[config.mk]
export PLATFORM = sky130hd
export DESIGN_NAME = hilo_div_sequencer
export DESIGN_NICKNAME = d
export VERILOG_FILES = /design/src/rtl/hilo_div_sequencer.sv
export SDC_FILE = /design/constraint.sdc
export NUM_CORES = 1
export LEC_CHECK = 0
export BUFFER_PORTS_ARGS = -buffer_cell sky130_fd_sc_hd__buf_2
export CAP_MARGIN = 30
export CORE_ASPECT_RATIO = 0.9
export CORE_MARGIN = 2
export CORE_UTILIZATION = 51
export CTS_BUF_LIST = sky130_fd_sc_hd__clkbuf_2
export CTS_CLUSTER_DIAMETER = 30
export CTS_CLUSTER_SIZE = 28
export DETAILED_ROUTE_END_ITERATION = 8
export PLACE_DENSITY = 0.88
export SYNTH_ARGS = -nofsm -noshare
export SYNTH_HDL_FRONTEND = slang
export SYNTH_SLANG_ARGS = --single-unit
[constraint.sdc]
create_clock -name Clock -period 4.6 [get_ports Clock]
set_clock_uncertainty 0.2 [all_clocks]
set_input_delay 0.69 -clock Clock [delete_from_list [all_inputs] [get_ports Clock]]
set_output_delay 0.69 -clock Clock [all_outputs]
set_load 0.02 [all_outputs]
[src/rtl/hilo_div_sequencer.sv]
// hilo_div_sequencer: drives the multicycle divider's Div_Control window and
// owns the architectural HI/LO pair (capture, divide-by-zero, mthi/mtlo).
`default_nettype none

module hilo_div_sequencer #(
    parameter int DIV_LATENCY = 34,
    parameter int CNT_W       = 6
) (
    input  logic        Clock,
    input  logic        Reset,
    input  logic        Start,
    output logic        Div_Control,
    input  logic        Div_Zero,
    input  logic [31:0] Div_HI,
    input  logic [31:0] Div_LO,
    input  logic        HI_Write,
    input  logic        LO_Write,
    input  logic [31:0] Write_Data,
    output logic [31:0] HI,
    output logic [31:0] LO,
    output logic        Busy,
    output logic        Done,
    output logic        Div_Exception
);

    typedef enum logic [1:0] {
        IDLE    = 2'd0,
        RUN     = 2'd1,
        CAPTURE = 2'd2
    } state_t;

    localparam logic [CNT_W-1:0] LAST_COUNT = CNT_W'(DIV_LATENCY - 1);

    state_t           state;
    logic [CNT_W-1:0] count;

    assign Busy = (state != IDLE);

    always_ff @(posedge Clock) begin
        if (Reset) begin
            state         <= IDLE;
            count         <= '0;
            Div_Control   <= 1'b0;
            HI            <= '0;
            LO            <= '0;
            Done          <= 1'b0;
            Div_Exception <= 1'b0;
        end else begin
            Done          <= 1'b0;
            Div_Exception <= 1'b0;
            case (state)
                IDLE: begin
                    // Architectural writes land even when a division starts in
                    // the same cycle; the later capture overwrites them.
                    if (HI_Write) HI <= Write_Data;
                    if (LO_Write) LO <= Write_Data;
                    if (Start) begin
                        state       <= RUN;
                        count       <= '0;
                        Div_Control <= 1'b1;
                    end
                end
                RUN: begin
                    if (Div_Zero) begin
                        state         <= IDLE;
                        count         <= '0;
                        Div_Control   <= 1'b0;
                        Div_Exception <= 1'b1;
                    end else if (count == LAST_COUNT) begin
                        // Done is raised for the capture cycle itself, when the
                        // divider outputs have settled.
                        state       <= CAPTURE;
                        count       <= '0;
                        Div_Control <= 1'b0;
                        Done        <= 1'b1;
                    end else begin
                        count <= count + 1'b1;
                    end
                end
                CAPTURE: begin
                    HI    <= Div_HI;
                    LO    <= Div_LO;
                    state <= IDLE;
                end
                default: begin
                    state       <= IDLE;
                    count       <= '0;
                    Div_Control <= 1'b0;
                end
            endcase
        end
    end

endmodule

`default_nettype wire

After elaboration in Yosys (flattened, before gate mapping). Index checks and enable logic that the tools add are counted.

Register bits after elaboration: 75. Bits of input ports: 102. Output and inout port bits: 68. Word-level logic and storage cells: 45.

Add/subtract/negate cells: 1. Equality and inequality tests: 7. Mux-type cells: 18. Bitwise logic cells: 2. Reductions and logical operators: 10.

Operator list (number): $pmux W32 S2 (2); $mux W32 (2); $mux W6 (3); $pmux W6 S3 (1); $reduce_and A2 Y1 (4); $add A6 B1 Y6 const B (1); $eq A6 B6 Y1 const B (1); $mux W2 (3); $ne A2 B2 Y1 const B (3); $mux W1 (5); $pmux W2 S2 (1); $reduce_bool A2 Y1 (2); $ne A3 B3 Y1 const B (1); $pmux W1 S3 (1); $reduce_and A3 Y1 (1); $reduce_or A3 Y1 (1); $eq A2 B1 Y1 const B (1); $eq A2 B2 Y1 const B (1); $logic_not A2 Y1 (1); $not A1 Y1 (2); $reduce_or A2 Y1 (1).

Logic depth before layout (Yosys ltp).
Depth after elaboration: 4. Gate-level depth with buffers: 6. Mapped depth without buffers: 6.

Least setup slack after synthesis. OpenSTA, ideal clock, no wires.

Path kind: input to register. Start: input port Reset. End: register HI[28]. Library setup time: 0.132 ns. Data arrival time: 1.541 ns. Data required time: 4.268 ns. Path slack: 2.727 ns. Stages on the path: 4. Path buffers: 3. Cell sequence: clkbuf_1 > clkbuf_1 > clkbuf_1 > nor3_1.

RTL lines: start, declared (line 10) `input logic Reset,`; end signal, assigned (line 55) `if (HI_Write) HI <= Write_Data;`; end signal, assigned (line 81) `HI <= Div_HI;`; end, declared (line 19) `output logic [31:0] HI,`.

No word-level cell between the ends.

Worst setup path in the final report.
Start: register state[0]. End: register HI[5].

Cells in the longest elaborated chain, start to end: 3. Elaborated cells between the ends (all ways): 6.

Ends and longest elaborated chain: start, declared (line 34) `state_t state;`; start signal, assigned (line 41) `state <= IDLE;`; start signal, assigned (line 58) `state <= RUN;`; start signal, assigned (line 65) `state <= IDLE;`; $eq A2 B2 Y1 or $logic_not A2 Y1 (tied branches) (line 51) `case (state)`; $reduce_bool A2 Y1 (no source line) or $ne A2 B2 Y1 (tied branches); $reduce_and A2 Y1 (no source line).

Parallel ways exist; a longest one is shown, timed or not. A chain may end at the register's enable or synchronous reset.

==> run metrics <==
# IOs=170; initial antenna violation count=0; post-CTS sizing=0; HP Class=input pin to flip-flop; CP required=around 4.8 ns; Routed wire per std cell=roughly 15 um; TNS Setup=0 ns; crit start category=flip-flop; Setup CP Type=flip-flop to flip-flop; asr flop ratio synth=0%; most common cell in the netlist=dfxtp_1; largest net degree at the start of global routing=76; DR vias=about 3400; area delta synth->final=27.8%; die area=7210 um2; Multi-input gate area=between 1500 and 2000 um2; row cnt=27; CP top delay family=simple AND/OR/NAND/NOR gates; Clock Pin Slew Worst Setup and Hold Paths=about 0.20 ns; final net count=~640; Placer Congestion=between 0.8 and 0.9; Synth area leaders=dfxtp_1 45%, a211oi_1 12%, nor3_1 10%; H-tree depth=3; vias in the first global route=3199; Clock Sink Count=75; layout cell share with drive strength beyond 1=between 30% and 40%; Max FO, Critical Path=between 70 and 80; Final Hold Fails=0; worst path cell trace=and2b_4 -> buf_4 -> nor2b_1 -> a211oi_1 -> nor3_1; Total Power=1490 uW; Overall Global Routing Usage=26.0%; port bufs=169; total grt overflow=0; register area=between 1500 and 2000 um2; Post-synth EDFFs=0; RSZ-0062 raised after global routing=false; Max-Cap Viols=0; status=completed; Seq/Total Area, Yosys=about 45%; Buf+Inv Stages, Crit Path=1; DIE WIDTH=89.3 um; Synth warnings=0; Synth top area share=44.9%; ys flop type=dfxtp_1; Worst-Skew Late Latency=0.51 ns; HPWL Detailed=roughly 6.7 mm; Crit path largest cell delay=just over 0.9 ns; final period utilization=55.4%; fmax=just under 400 MHz; final wirelength=9.51 mm; total setup buffers inserted after CTS=0; Slew @ Worst Pin=a little under 0.9 ns; DRC viols=0; Period minus WS final=roughly 2.5 ns; Synth Register Bits=75; area leader, netlist=dfxtp_1; number of fill cells=around 550; CTS tree=done; n_diodes=0; syn_nets=483; top cells by count, synth=75 x dfxtp_1, 74 x nor2_1, 67 x nor3_1, 53 x a211oi_1, 35 x nor2b_1; DR pass1 iterations=4; Crit. End Element=flip-flop; cts bufs inserted=9; Vias/cell=between 5 and 6; Starting Density=a little over half; pwr/cell area=roughly 350 nW/um2; area of the core=6220 um2; clock root buffer=clkbuf_2; worst vdd rail ir drop=roughly 0.26 mV; Mapped Area=roughly 3300 um2; DRT antenna net count=0; Slew HR=approximately two fifths; global-route wire length before repair=14.6 mm; CP arrival=2.73 ns; Util after Layout=~69%; Iter 0 DRT Violations=around 150; CTS max path bufs=2; Mapped Cells=between 300 and 400; Distinct cells, synth=28; Max Slew Vio Count=0; LEAKAGE=between 0.0015 and 0.002 uW; Hold-fix buffers, CTS=0; Post-Syn Area per Cell=just under 9 um2; height of the die=just over 80 um; final setup fails=0; Critical Path Slowest Stage Cell=and2b_4
[metrics by stage]
| stage | cell area [um2] | worst slack, ns | hold slack (ns) | std cells |
|---|---|---|---|---|
| global route | 4270 | 1.81 | 0.233 | 623 |
| floorplan | 3340 | 2.73 | 0.285 | 379 |
| CTS | 4270 | 2.06 | 0.203 | 623 |
| detailed placement | 4120 | 2.12 | 0.276 | 608 |
| finish | 4270 | 2.05 | 0.237 | 623 |
| global placement | 4120 | 2.20 | 0.272 | 608 |
[registers in the layout (all words and copies together) (netlist names)]
signal         count
Div_Exception      1
Div_Control        1
state              2
Done               1
HI                32
LO                32
count              6
[worst paths after layout]
check | cells past startpoint | start | slack [ns] | end
hold / removal | 3 | Div_Zero | 0.24 | Div_Exception
setup / recovery | 5 | state[0] | 2.05 | HI[5]
setup reg to reg | 5 | state[0] | 2.05 | HI[5]
hold reg to reg | 2 | HI[4] | 0.30 | HI[4]
[layer usage]
metal | track usage [%] | routed length, um | vias up
li1 | - | - | 1636
met1 | 31.1 | 3920 | 1570
met2 | 44.2 | 4620 | 147
met3 | 6.71 | 786 | 15
met4 | 11.0 | 187 | 0
met5 | 0 | 0 | -
[area by class of cell]
type	count	share of cell area, %
clock inverters	5	2.40
inverters	3	0.264
flip-flops and latches	75	35.2
clock buffers	10	1.17
well taps	87	2.55
multi-input cells	268	37.6
repair buffers	175	20.9
[placed cells by master (no fill, tap or decap), types with 2 or more instances in the layout]
master     Yosys  routed
a211oi_1      53      53
a211oi_2      13      13
buf_2         10     169
buf_4          5       6
bufinv_16      0       3
clkbuf_2       0      10
dfxtp_1       75      75
ha_1           2       2
inv_1          3       3
nand2b_1       2       2
nor2_1        74      72
nor2_2         0       2
nor2b_1       35      35
nor3_1        67      67
o2111ai_1      2       2
o21ai_0        2       2
or2_1          2       2
or2_2          2       2
xor2_1         4       4
[power by group]
group          internal, uW  switching [uW]  leakage [uW]
registers               700            27.6      0.000621
logic                   120             184       0.00125
clock network           233             227     0.0000896
[cells by family after synthesis]
logic type | synth area share [%]
xor+xnor | 1.31
buf+inv | 7.23
compound gates | 18.6
flops | 44.9
simple gates | 27.2
fa+ha+maj | 0.749
[worst min-delay path, stage by stage]
cell and delay (ns):
buf_2 0.11, inv_1 0.08, nor3_1 0.06
Power figures use the tool's default switching activity.
